===== config.mk =====
export PLATFORM = sky130hd
export DESIGN_NAME = pkt_tx_framer_flat
export DESIGN_NICKNAME = d
export VERILOG_FILES = /design/src/rtl/pkt_proto_pkg.sv /design/src/rtl/pkt_tx_framer_if.sv /design/src/rtl/pkt_csum8.sv /design/src/rtl/pkt_tx_framer.sv /design/src/flat_wrapper.sv
export SDC_FILE = /design/constraint.sdc
export NUM_CORES = 1
export LEC_CHECK = 0
export ABC_CLOCK_PERIOD_IN_PS = 3600
export BUFFER_PORTS_ARGS = -buffer_cell sky130_fd_sc_hd__clkbuf_2
export CORE_MARGIN = 2
export CORE_UTILIZATION = 25
export DETAILED_ROUTE_END_ITERATION = 7
export SETUP_SLACK_MARGIN = 0.02
export SLEW_MARGIN = 20
export SYNTH_ARGS = -nofsm -noshare
export SYNTH_HDL_FRONTEND = slang
export SYNTH_SLANG_ARGS = --single-unit

===== constraint.sdc =====
create_clock -name CLK -period 3.6 [get_ports CLK]
set_clock_uncertainty 0.1 [all_clocks]
set_input_delay 0.9 -clock CLK [delete_from_list [all_inputs] [get_ports CLK]]
set_output_delay 0.9 -clock CLK [all_outputs]
set_load 0.03 [all_outputs]

===== src/rtl/pkt_proto_pkg.sv =====
// pkt_proto_pkg: frame constants, FSM states and length clamp shared by the tx framer and rx parser
package pkt_proto_pkg;
    localparam int HDR_BYTES   = 4;
    localparam int MAX_PAYLOAD = 4;
    localparam int LEN_W       = 3;
    localparam logic [7:0] SOF_DEFAULT = 8'hA5;

    typedef enum logic [2:0] {ST_IDLE, ST_SOF, ST_HDR, ST_PAY, ST_CSUM} state_t;

    function automatic logic [LEN_W-1:0] clamp_len(input logic [LEN_W-1:0] len);
        return len > LEN_W'(MAX_PAYLOAD) ? LEN_W'(MAX_PAYLOAD) : len;
    endfunction
endpackage


===== src/rtl/pkt_tx_framer_if.sv =====
// pkt_tx_framer_if: request fields in, byte stream and status strobes out
interface pkt_tx_framer_if;
    logic                             SEND_VALID;
    logic                             SEND_READY;
    logic [7:0]                       SEQ_NUM;
    logic [7:0]                       ACK_NUM;
    logic [7:0]                       FLAGS;
    logic [pkt_proto_pkg::LEN_W-1:0]  PAYLOAD_LEN;
    logic [31:0]                      PAYLOAD_DATA;
    logic [7:0]                       TX_DATA;
    logic                             TX_VALID;
    logic                             TX_READY;
    logic                             TX_LAST;
    logic                             FRAME_DONE;
    logic                             LEN_ERR;
    logic                             TX_LED;

    modport master (
        output SEND_VALID, SEQ_NUM, ACK_NUM, FLAGS, PAYLOAD_LEN, PAYLOAD_DATA, TX_READY,
        input  SEND_READY, TX_DATA, TX_VALID, TX_LAST, FRAME_DONE, LEN_ERR, TX_LED
    );
    modport slave (
        input  SEND_VALID, SEQ_NUM, ACK_NUM, FLAGS, PAYLOAD_LEN, PAYLOAD_DATA, TX_READY,
        output SEND_READY, TX_DATA, TX_VALID, TX_LAST, FRAME_DONE, LEN_ERR, TX_LED
    );
endinterface


===== src/rtl/pkt_csum8.sv =====
// pkt_csum8: 8-bit wrap-around sum with synchronous clear and add enable
module pkt_csum8 (
    input  logic       CLK,
    input  logic       RESET,
    input  logic       i_clr,
    input  logic       i_add,
    input  logic [7:0] i_byte,
    output logic [7:0] o_sum
);
    logic [7:0] r_acc;

    always_ff @(posedge CLK) begin
        if (RESET || i_clr) r_acc <= 8'h00;
        else if (i_add)     r_acc <= r_acc + i_byte;
    end

    assign o_sum = r_acc;
endmodule


===== src/rtl/pkt_tx_framer.sv =====
// pkt_tx_framer: serializes one packet's fields into SOF/header/payload/checksum bytes
// with a registered valid/ready output stage and a stretched activity LED.
module pkt_tx_framer
    import pkt_proto_pkg::*;
#(
    parameter logic [7:0]  SOF_BYTE = SOF_DEFAULT,
    parameter bit          CSUM_EN  = 1'b1,
    parameter int unsigned LED_HOLD = 50_000_000
) (
    input  logic           CLK,
    input  logic           RESET,
    pkt_tx_framer_if.slave bus
);
    state_t           r_state;
    logic [1:0]       r_idx;
    logic [7:0]       r_seq, r_ack, r_flags;
    logic [LEN_W-1:0] r_len;
    logic [31:0]      r_data;
    logic [7:0]       r_tx_data;
    logic             r_tx_valid, r_tx_last, r_done, r_len_err;
    logic [25:0]      r_led_cnt;
    logic [7:0]       w_sum, w_csum_fin;
    logic             w_accept, w_hs, w_last_hs, w_pay_end;

    assign w_accept   = bus.SEND_VALID && r_state == ST_IDLE;
    assign w_hs       = r_tx_valid && bus.TX_READY;
    assign w_last_hs  = w_hs && r_tx_last;
    assign w_pay_end  = {1'b0, r_idx} == r_len - LEN_W'(1);
    // Final checksum must include the byte handshaking this cycle.
    assign w_csum_fin = w_sum + r_tx_data;

    pkt_csum8 u_csum (
        .CLK    (CLK),
        .RESET  (RESET),
        .i_clr  (w_accept),
        .i_add  (w_hs && (r_state == ST_HDR || r_state == ST_PAY)),
        .i_byte (r_tx_data),
        .o_sum  (w_sum)
    );

    always_ff @(posedge CLK) begin
        if (RESET) begin
            r_state    <= ST_IDLE;
            r_idx      <= 2'd0;
            r_tx_data  <= 8'h00;
            r_tx_valid <= 1'b0;
            r_tx_last  <= 1'b0;
            r_done     <= 1'b0;
            r_len_err  <= 1'b0;
        end else begin
            r_done    <= w_last_hs;
            r_len_err <= 1'b0;
            case (r_state)
                ST_IDLE: if (bus.SEND_VALID) begin
                    r_seq      <= bus.SEQ_NUM;
                    r_ack      <= bus.ACK_NUM;
                    r_flags    <= bus.FLAGS;
                    r_len      <= clamp_len(bus.PAYLOAD_LEN);
                    r_data     <= bus.PAYLOAD_DATA;
                    r_len_err  <= bus.PAYLOAD_LEN > LEN_W'(MAX_PAYLOAD);
                    r_tx_data  <= SOF_BYTE;
                    r_tx_valid <= 1'b1;
                    r_tx_last  <= 1'b0;
                    r_state    <= ST_SOF;
                end
                ST_SOF: if (w_hs) begin
                    r_state   <= ST_HDR;
                    r_idx     <= 2'd0;
                    r_tx_data <= r_seq;
                end
                ST_HDR: if (w_hs) begin
                    if (r_idx != 2'(HDR_BYTES - 1)) begin
                        r_idx     <= r_idx + 2'd1;
                        r_tx_data <= r_idx == 2'd0 ? r_ack : r_idx == 2'd1 ? r_flags : {{(8-LEN_W){1'b0}}, r_len};
                        r_tx_last <= r_idx == 2'd2 && !CSUM_EN && r_len == '0;
                    end else if (r_len != '0) begin
                        r_state   <= ST_PAY;
                        r_idx     <= 2'd0;
                        r_tx_data <= r_data[31:24];
                        r_data    <= {r_data[23:0], 8'h00};
                        r_tx_last <= !CSUM_EN && r_len == LEN_W'(1);
                    end else if (CSUM_EN) begin
                        r_state   <= ST_CSUM;
                        r_tx_data <= w_csum_fin;
                        r_tx_last <= 1'b1;
                    end else begin
                        r_state    <= ST_IDLE;
                        r_tx_valid <= 1'b0;
                        r_tx_last  <= 1'b0;
                    end
                end
                ST_PAY: if (w_hs) begin
                    r_idx <= r_idx + 2'd1;
                    if (!w_pay_end) begin
                        r_tx_data <= r_data[31:24];
                        r_data    <= {r_data[23:0], 8'h00};
                        r_tx_last <= !CSUM_EN && ({1'b0, r_idx} + LEN_W'(2) == r_len);
                    end else if (CSUM_EN) begin
                        r_state   <= ST_CSUM;
                        r_tx_data <= w_csum_fin;
                        r_tx_last <= 1'b1;
                    end else begin
                        r_state    <= ST_IDLE;
                        r_tx_valid <= 1'b0;
                        r_tx_last  <= 1'b0;
                    end
                end
                ST_CSUM: if (w_hs) begin
                    r_state    <= ST_IDLE;
                    r_tx_valid <= 1'b0;
                    r_tx_last  <= 1'b0;
                end
                default: r_state <= ST_IDLE;
            endcase
        end
    end

    // Loading on the final handshake makes the LED rise together with FRAME_DONE.
    always_ff @(posedge CLK) begin
        if (RESET)               r_led_cnt <= '0;
        else if (w_last_hs)      r_led_cnt <= 26'(LED_HOLD);
        else if (r_led_cnt != 0) r_led_cnt <= r_led_cnt - 26'd1;
    end

    assign bus.SEND_READY = r_state == ST_IDLE;
    assign bus.TX_DATA    = r_tx_data;
    assign bus.TX_VALID   = r_tx_valid;
    assign bus.TX_LAST    = r_tx_last;
    assign bus.FRAME_DONE = r_done;
    assign bus.LEN_ERR    = r_len_err;
    assign bus.TX_LED     = r_led_cnt != '0;
endmodule

===== src/flat_wrapper.sv =====
// flat-port wrapper written by rule: the top's interface ports become plain ports
module pkt_tx_framer_flat import pkt_proto_pkg::*;
#(
    parameter logic [7:0]  SOF_BYTE = SOF_DEFAULT,
    parameter bit          CSUM_EN  = 1'b1,
    parameter int unsigned LED_HOLD = 50_000_000
)
  (CLK, RESET, bus_SEND_VALID, bus_SEQ_NUM, bus_ACK_NUM, bus_FLAGS, bus_PAYLOAD_LEN, bus_PAYLOAD_DATA, bus_TX_READY, bus_SEND_READY, bus_TX_DATA, bus_TX_VALID, bus_TX_LAST, bus_FRAME_DONE, bus_LEN_ERR, bus_TX_LED);
  pkt_tx_framer_if bus_i ();
  input  logic CLK;
  input  logic RESET;
  input wire logic [$bits(bus_i.SEND_VALID)-1:0] bus_SEND_VALID;
  input wire logic [$bits(bus_i.SEQ_NUM)-1:0] bus_SEQ_NUM;
  input wire logic [$bits(bus_i.ACK_NUM)-1:0] bus_ACK_NUM;
  input wire logic [$bits(bus_i.FLAGS)-1:0] bus_FLAGS;
  input wire logic [$bits(bus_i.PAYLOAD_LEN)-1:0] bus_PAYLOAD_LEN;
  input wire logic [$bits(bus_i.PAYLOAD_DATA)-1:0] bus_PAYLOAD_DATA;
  input wire logic [$bits(bus_i.TX_READY)-1:0] bus_TX_READY;
  output wire logic [$bits(bus_i.SEND_READY)-1:0] bus_SEND_READY;
  output wire logic [$bits(bus_i.TX_DATA)-1:0] bus_TX_DATA;
  output wire logic [$bits(bus_i.TX_VALID)-1:0] bus_TX_VALID;
  output wire logic [$bits(bus_i.TX_LAST)-1:0] bus_TX_LAST;
  output wire logic [$bits(bus_i.FRAME_DONE)-1:0] bus_FRAME_DONE;
  output wire logic [$bits(bus_i.LEN_ERR)-1:0] bus_LEN_ERR;
  output wire logic [$bits(bus_i.TX_LED)-1:0] bus_TX_LED;
  assign bus_i.SEND_VALID = bus_SEND_VALID;
  assign bus_i.SEQ_NUM = bus_SEQ_NUM;
  assign bus_i.ACK_NUM = bus_ACK_NUM;
  assign bus_i.FLAGS = bus_FLAGS;
  assign bus_i.PAYLOAD_LEN = bus_PAYLOAD_LEN;
  assign bus_i.PAYLOAD_DATA = bus_PAYLOAD_DATA;
  assign bus_i.TX_READY = bus_TX_READY;
  assign bus_SEND_READY = bus_i.SEND_READY;
  assign bus_TX_DATA = bus_i.TX_DATA;
  assign bus_TX_VALID = bus_i.TX_VALID;
  assign bus_TX_LAST = bus_i.TX_LAST;
  assign bus_FRAME_DONE = bus_i.FRAME_DONE;
  assign bus_LEN_ERR = bus_i.LEN_ERR;
  assign bus_TX_LED = bus_i.TX_LED;
  pkt_tx_framer #(.SOF_BYTE(SOF_BYTE), .CSUM_EN(CSUM_EN), .LED_HOLD(LED_HOLD)) u_core (.CLK(CLK), .RESET(RESET), .bus(bus_i));
endmodule

==> results of run 1 <==
-- per-stage QoR --
| step | hold slack (ps) | util [%] |
|---|---|---|
| detailed placement | 352.9 | 28.55 |
| CTS | 363.5 | 29.88 |
| finish | 362.7 | 29.88 |
| global route | 394.4 | 29.88 |
| global placement | 345.4 | 28.55 |
| floorplan | 340.0 | - |
-- layout make-up --
type / count / share of cell area, %
multi-input combinational: 406 / 38.90
clock buffer: 10 / 3.533
timing repair buffer: 87 / 7.143
sequential: 110 / 43.09
inverter: 17 / 0.9846
tap: 280 / 5.405
clock inverter: 6 / 0.9459
-- routing by layer --
metal / vias up / share of wire (%)
met5: - / 0
met4: 0 / 1.9
met2: 96 / 44
met1: 2001 / 50
met3: 15 / 4.1
li1: 2189 / -
-- state kept, by name, indices dropped and copies added (netlist names) --
signal                 count
u_core.bus.TX_DATA         8
u_core.r_data             32
u_core.r_ack               8
u_core.r_seq               8
u_core.r_idx               2
u_core.u_csum.o_sum        8
u_core.bus.TX_LAST         1
u_core.bus.LEN_ERR         1
u_core.r_flags             8
u_core.r_led_cnt          26
u_core.bus.TX_VALID        1
u_core.r_len               3
u_core.bus.FRAME_DONE      1
u_core.r_state             3
-- where the power goes --
group	switching [µW]	leakage [µW]	internal, µW
Clock	455	0.000137	538
Sequential	219	0.000964	1570
Combinational	1060	0.00141	673
-- Yosys cell counts (10+ instances only) --
library cell  instances  area share (%)
nand2_1             104             7.1
edfxtp_1             59              32
dfxtp_1              51              19
a21oi_1              41             3.7
nor2_1               36             2.5
clkbuf_1             23             1.6
o21ai_0              18             1.6
inv_1                17             1.2
xor2_1               17             2.7
ha_1                 14             3.2
nand3_1              12             1.1
nor3_1               12             1.1
or4_1                10             1.4
xnor2_1              10             1.6
-- cell families after synthesis --
logic type | after synthesis | synth area share, %
xor+xnor | 27 | 4.304
mux | 9 | 1.685
buf+inv | 47 | 3.530
simple gates | 227 | 20.31
compound gates | 128 | 15.78
fa+ha+maj | 15 | 3.553
flops | 110 | 50.83
-- final timing paths --
| kind | from | endpoint | slack (ps) | cells past startpoint |
|---|---|---|---|---|
| max | u_core.r_led_cnt[0] | bus_TX_LED | 360 | 6 |
| min | u_core.u_csum.o_sum[4] | u_core.u_csum.o_sum[4] | 360 | 2 |
| max reg2reg | u_core.r_led_cnt[4] | u_core.r_led_cnt[19] | 1030 | 6 |
| min reg2reg | u_core.u_csum.o_sum[4] | u_core.u_csum.o_sum[4] | 360 | 2 |
-- worst max-delay path, stage by stage (launching register included) --
cell and delay [ps]:
dfxtp_1 350, inv_1 90, ha_1 140, nor4b_1 530
and2_1 300, nand3_1 220, clkbuf_2 250
==> flow_summary_export.csv, run 1 <==
group,metric,value,unit
run_status,outcome,"completed",
detailed_routing,drtIter0Drc,227,
power_and_ir_drop,power,4521,µW
worst_setup_path,required,2600,ps
detailed_routing,drtAntennaViolNets,0,
placement,port_buffers,76,
layout,area_delta_synth_final,17.97,%
timing,rsz0062_at_grt,"false",
worst_setup_path,arrival,2240,ps
power_and_ir_drop,ir_drop,0.3148,mV
clocking,cts_tree,"yes",
global_route,grtUsageMet2,17.42,%
clocking,clk_path_buf_depth,2,
floorplan,core-area,21690,µm²
yosys,ys_async_sr_fraction,0,%
detailed_routing,drtPass1Iterations,4,
layout,layout.nets,709,
clocking,clock-root-buffer,"clkbuf_16",
floorplan,die_height,152.2,µm
yosys,syn-num-nets,641,
global_route,grt_use_met3,1.906,%
floorplan,rows,54,
layout,layout_commonest_cell,"nand2_1",
placement,globalplace.congestion,0.8318,
global_route,gr-usage-met1,15.91,%
layout,multi_input_area,2521,µm²
flow_run,drv_cap,0,
layout,fin_cells,916,
timing,setup_viol,0,
timing,finalSetupTns,0,ps
timing,finalHoldViolations,0,
yosys,synthDistinctLibCells,65,
yosys,synth.avg_cell_area,9.758,µm²
placement,dp_hpwl,9236,µm
global_route,grt_pass1_vias,4184,
layout,final_cell_area,6481,µm²
worst_setup_path,endpoint_kind,"primary output",
floorplan,die_x,152.2,µm
yosys,yosysSeqAreaShare,50.83,%
worst_hold_path,holdCritPathClass,"flip-flop to flip-flop",
clocking,htreeDepth,3,
timing,setup_slack,359.8,ps
clocking,clkTransAtPathRegs,70,ps
power_and_ir_drop,powerDensity,697.6,nW/µm²
timing,timing.fmax,308.6,MHz
yosys,ys_ff_latch,110,
global_route,overflow,0,
worst_setup_path,critPathMaxFanout,6,
yosys,synth_area,5494,µm²
floorplan,dieArea,23180,µm²
layout,fill_cells,2281,
placement,dpl_cell_area,6191,µm²
detailed_routing,drt_drc_violations_left,0,
clocking,cts.sinks,110,
clocking,numCtsBuffers,9,
layout,regArea,2793,µm²
yosys,ys_warn_count,0,
clocking,post_cts_buffers,0,
global_route,grt-busiest-layer,"met2",
placement,dp_cells,900,
timing,slew_viol_final,0,
timing,worstMarginPinSlew,738.5,ps
layout,drive_gt1_share,17.77,%
layout,layout_common_cells,"nand2_1, clkbuf_2, edfxtp_1",
floorplan,initial_core_util,25.33,%
timing,slew_headroom,50.70,%
global_route,grt_pass1_wl,21310,µm
clocking,post_cts_resized,0,
global_route,antenna_found_initial,0,
detailed_routing,viasPerCell,4.695,
detailed_routing,vias,4301,
yosys,syn_inst,563,
global_route,grt_max_degree,33,
timing,period_needed,3240,ps
placement,dp_slack,780.2,ps
layout,antenna_cells,0,
clocking,clock_latency,360,ps
worst_setup_path,criticalPathCategory,"flip-flop to primary output",
detailed_routing,wirelength,12920,µm
clocking,hold_buffers,0,
power_and_ir_drop,p_leak,0.002513,µW
yosys,synth_edf_count,59,
global_route,grt_usage,11.35,%
detailed_routing,drt-wirelength-per-cell,14.11,µm
worst_setup_path,start_kind,"flip-flop",
yosys,ys.flop_type,"edfxtp_1",
floorplan,ioPinCount,77,
timing,period_share,90.01,%
(Power assumes the default switching activity.)
==> run 2: changes to the inputs <==
Settings changed: CORE_ASPECT_RATIO set to 1.1.
==> flow_summary_export.csv, run 2 (same netlist as run 1, synthesis figures left out) <==
group,metric,value,unit
placement,globalplace.congestion,0.8303,
floorplan,ioPinCount,77,
worst_setup_path,endpoint_kind,"primary output",
global_route,grt_usage,11.67,%
worst_setup_path,start_kind,"flip-flop",
clocking,clock_latency,360,ps
global_route,grt_max_degree,34,
worst_setup_path,cpPeakStageDelay,500,ps
power_and_ir_drop,powerDensity,698.1,nW/µm²
timing,period_needed,3244,ps
global_route,grt_pass1_vias,4189,
flow_run,drv_cap,0,
worst_setup_path,required,2600,ps
power_and_ir_drop,p_leak,0.002524,µW
layout,drive_gt1_share,17.95,%
clocking,htreeDepth,3,
placement,dpl_cell_area,6196,µm²
clocking,post_cts_buffers,0,
run_status,outcome,"completed",
detailed_routing,drtAntennaViolNets,0,
global_route,antenna_found_initial,0,
clocking,hold_buffers,0,
clocking,cts_tree,"yes",
placement,dp_slack,762.2,ps
worst_setup_path,arrival,2240,ps
timing,timing.fmax,308.3,MHz
floorplan,dieArea,23180,µm²
worst_setup_path,criticalPathCategory,"flip-flop to primary output",
layout,layout_common_cells,"nand2_1, clkbuf_2, edfxtp_1",
timing,whs,367.1,ps
clocking,numCtsBuffers,9,
power_and_ir_drop,power,4543,µW
timing,setup_slack,356.4,ps
timing,finalHoldViolations,0,
layout,fill_cells,2303,
detailed_routing,wirelength,13220,µm
timing,slew_viol_final,0,
placement,port_buffers,76,
layout,final_cell_area,6507,µm²
layout,antenna_cells,0,
timing,setup_viol,0,
layout,top_register,"u_core.r_data",
timing,worstMarginPinSlew,753.7,ps
detailed_routing,viasPerCell,4.615,
floorplan,core-area,21440,µm²
layout,layout_commonest_cell,"nand2_1",
clocking,cts.sinks,110,
timing,period_share,90.10,%
timing,finalSetupTns,0,ps
worst_setup_path,crit_chain,"inv_1 -> ha_1 -> nor4b_1 -> and2_1 -> nand3_1 -> clkbuf_2",
global_route,grt_pass1_wl,21850,µm
detailed_routing,vias,4269,
clocking,clk_path_buf_depth,2,
layout,layout.nets,708,
worst_hold_path,holdCritPathClass,"flip-flop to flip-flop",
detailed_routing,drt-wirelength-per-cell,14.29,µm
floorplan,die_height,159.5,µm
floorplan,die_x,145.3,µm
global_route,overflow,0,
layout,largestRegisters,"u_core.r_data (32), u_core.r_led_cnt (26)",
floorplan,initial_core_util,25.62,%
detailed_routing,drt_drc_violations_left,0,
layout,area_delta_synth_final,18.45,%
detailed_routing,drtPass1Iterations,4,
clocking,clkTransAtPathRegs,80,ps
power_and_ir_drop,ir_drop,0.2793,mV
timing,rsz0062_at_grt,"false",
placement,dp_hpwl,9561,µm
layout,largest_reg_flops,32,
timing,slew_headroom,49.68,%
detailed_routing,drtIter0Drc,262,
worst_setup_path,critPathMaxFanout,6,
worst_setup_path,cp_slowest_cell,"nor4b_1",
floorplan,rows,56,
clocking,post_cts_resized,0,
clocking,clock-root-buffer,"clkbuf_16",
[run 2: cell count changes in the layout (fill, tap and decap cells not counted)]
cell,delta
buf_4,-1
inv_12,+1
bufinv_16,-1
inv_6,-1
clkinvlp_2,-2
clkbuf_1,-1
clkinv_1,-1
inv_8,+4
clkinv_8,+1
[run 2: critical path: cells and delay by family (launching register included)]
kind / cells / cell delay [ps]
buf+inv: 2 / 360
flops: 1 / 350
fa+ha+maj: 1 / 140
simple gates: 3 / 1050
[run 2: worst paths after layout]
kind / start / end / slack, ps / cells past startpoint
max: u_core.r_led_cnt[0] / bus_TX_LED / 360 / 6
min: u_core.u_csum.o_sum[5] / u_core.u_csum.o_sum[5] / 370 / 2
max reg2reg: u_core.r_led_cnt[15] / u_core.r_led_cnt[19] / 1020 / 5
min reg2reg: u_core.u_csum.o_sum[5] / u_core.u_csum.o_sum[5] / 370 / 2
[run 2: area by class of cell]
class | instances | area (µm²) | area share, %
flip-flops and latches | 110 | 2793 | 42.91
multi-input cells | 406 | 2521 | 38.74
repair buffers | 86 | 455.4 | 6.999
well taps | 290 | 362.8 | 5.576
clock buffers | 9 | 225.2 | 3.461
clock inverters | 7 | 86.33 | 1.327
inverters | 17 | 63.81 | 0.9806
[run 2: layer usage]
layer / track usage, % / share of wire [%] / vias up
met5: 0 / 0 / -
met4: 4.947 / 1.8 / 0
met3: 2.693 / 5.0 / 12
met2: 18.12 / 47 / 89
met1: 15.60 / 46 / 1989
li1: - / - / 2179
[run 2: where the power goes]
group	switching (µW)	total [µW]	internal, µW
sequential	221	1790	1570
combinational	1040	1720	673
clock	525	1030	507
total	1790	4540	2750
[run 2: stage by stage]
stage	cells	util, %
floorplan	563	-
global placement	909	28.90
detailed placement	909	28.90
CTS	925	30.35
global route	925	30.35
finish	925	30.35
==> run 3: changes to the inputs <==
Settings changed: PLACE_DENSITY_LB_ADDON set to 0.25.
==> flow_summary_export.csv, run 3 (same netlist as run 1, synthesis figures left out) <==
group,metric,value,unit
clocking,clock_latency,350,ps
placement,port_buffers,76,
power_and_ir_drop,ir_drop,0.2852,mV
timing,timing.fmax,306.9,MHz
timing,slew_viol_final,0,
clocking,post_cts_buffers,0,
global_route,overflow,0,
layout,drive_gt1_share,17.92,%
clocking,numCtsBuffers,9,
worst_setup_path,cp_slowest_cell,"nor4b_1",
layout,layout_commonest_cell,"nand2_1",
clocking,clk_path_buf_depth,2,
floorplan,ioPinCount,77,
layout,largest_reg_flops,32,
global_route,grt_usage,12.12,%
worst_setup_path,criticalPathCategory,"flip-flop to primary output",
floorplan,core-area,21440,µm²
worst_setup_path,crit_chain,"inv_1 -> ha_1 -> nor4b_1 -> and2_1 -> nand3_1 -> clkbuf_2",
layout,fill_cells,2299,
worst_setup_path,cpPeakStageDelay,510,ps
timing,rsz0062_at_grt,"false",
global_route,grt_pass1_wl,22690,µm
worst_setup_path,path_buf_inv,2,
power_and_ir_drop,p_leak,0.002514,µW
detailed_routing,drt_drc_violations_left,0,
placement,dp_cells,910,
floorplan,rows,56,
detailed_routing,viasPerCell,4.678,
placement,dpl_cell_area,6203,µm²
timing,finalHoldViolations,0,
floorplan,dieArea,23180,µm²
detailed_routing,drt-wirelength-per-cell,14.72,µm
worst_hold_path,holdCritPathClass,"flip-flop to flip-flop",
timing,setup_viol,0,
worst_setup_path,cp_top_family,"simple AND/OR/NAND/NOR gates",
layout,layout_common_cells,"nand2_1, clkbuf_2, edfxtp_1",
global_route,antenna_found_initial,0,
worst_setup_path,critPathMaxFanout,6,
worst_setup_path,required,2600,ps
worst_setup_path,arrival,2260,ps
timing,worstMarginPinSlew,967.9,ps
layout,top_register,"u_core.r_data",
clocking,cts_tree,"yes",
clocking,clkTransAtPathRegs,80,ps
placement,dp_hpwl,10070,µm
layout,antenna_cells,0,
global_route,grt_max_degree,33,
worst_setup_path,start_kind,"flip-flop",
detailed_routing,wirelength,13630,µm
floorplan,die_x,145.3,µm
clocking,hold_buffers,0,
flow_run,drv_cap,0,
timing,period_share,90.53,%
placement,globalplace.congestion,0.8500,
timing,period_needed,3259,ps
detailed_routing,drtAntennaViolNets,0,
detailed_routing,drtIter0Drc,187,
global_route,grt_pass1_vias,4377,
layout,layout.nets,709,
floorplan,initial_core_util,25.62,%
power_and_ir_drop,powerDensity,693.7,nW/µm²
clocking,cts.sinks,110,
detailed_routing,drtPass1Iterations,5,
layout,largestRegisters,"u_core.r_data (32), u_core.r_led_cnt (26)",
run_status,outcome,"completed",
clocking,clock-root-buffer,"clkbuf_16",
clocking,htreeDepth,3,
clocking,post_cts_resized,0,
worst_setup_path,endpoint_kind,"primary output",
timing,slew_headroom,34.88,%
detailed_routing,vias,4332,
floorplan,die_height,159.5,µm
timing,finalSetupTns,0,ps
layout,area_delta_synth_final,18.20,%
layout,final_cell_area,6494,µm²
layout,fin_cells,926,
-- run 3: worst min-delay path, cell delays in order, from the launching register on --
cell     delay [ps]
dfxtp_1         310
nand2_1          50
a21oi_1          50
-- run 3: report_power, final --
group	internal, µW	leakage [µW]	total, µW	switching (µW)
sequential	1570	0.000964	1790	220
combinational	665	0.00141	1740	1070
clock	486	0.000139	976	490
-- run 3: routing by layer --
metal	wire (µm)	up-vias	global-route usage [%]
met5	0	-	0
met4	132	0	3.565
met3	546	10	3.209
met2	6795	100	20.77
met1	6154	2031	14.97
li1	-	2191	-
-- run 3: worst paths after layout --
| kind | start | endpoint | slack (ps) | cells past startpoint |
|---|---|---|---|---|
| worst min-delay path | u_core.u_csum.o_sum[3] | u_core.u_csum.o_sum[3] | 360 | 2 |
| worst max register to register | u_core.r_led_cnt[15] | u_core.r_led_cnt[7] | 1030 | 5 |
| worst max-delay path | u_core.r_led_cnt[0] | bus_TX_LED | 340 | 6 |
| worst min register to register | u_core.u_csum.o_sum[3] | u_core.u_csum.o_sum[3] | 360 | 2 |
-- run 3: per-stage QoR --
step	hold WS (ps)	utilization, %	total power [µW]	setup slack, ps
3_3_place_gp	349.3	28.93	3497	751.9
5_1_grt	393.8	30.29	4837	149.6
6_report	360.7	30.29	4505	341.1
2_1_floorplan	340.0	-	3150	579.1
4_1_cts	363.5	30.29	4563	303.5
3_5_place_dp	352.9	28.93	3556	711.1
-- run 3: layout make-up --
class	instances	area (µm²)	share of cell area, %
well taps	290	362.8	5.588
multi-input cells	406	2521	38.82
inverters	17	63.81	0.9827
flip-flops and latches	110	2793	43.01
repair buffers	87	462.9	7.129
clock inverters	7	65.06	1.002
clock buffers	9	225.2	3.468
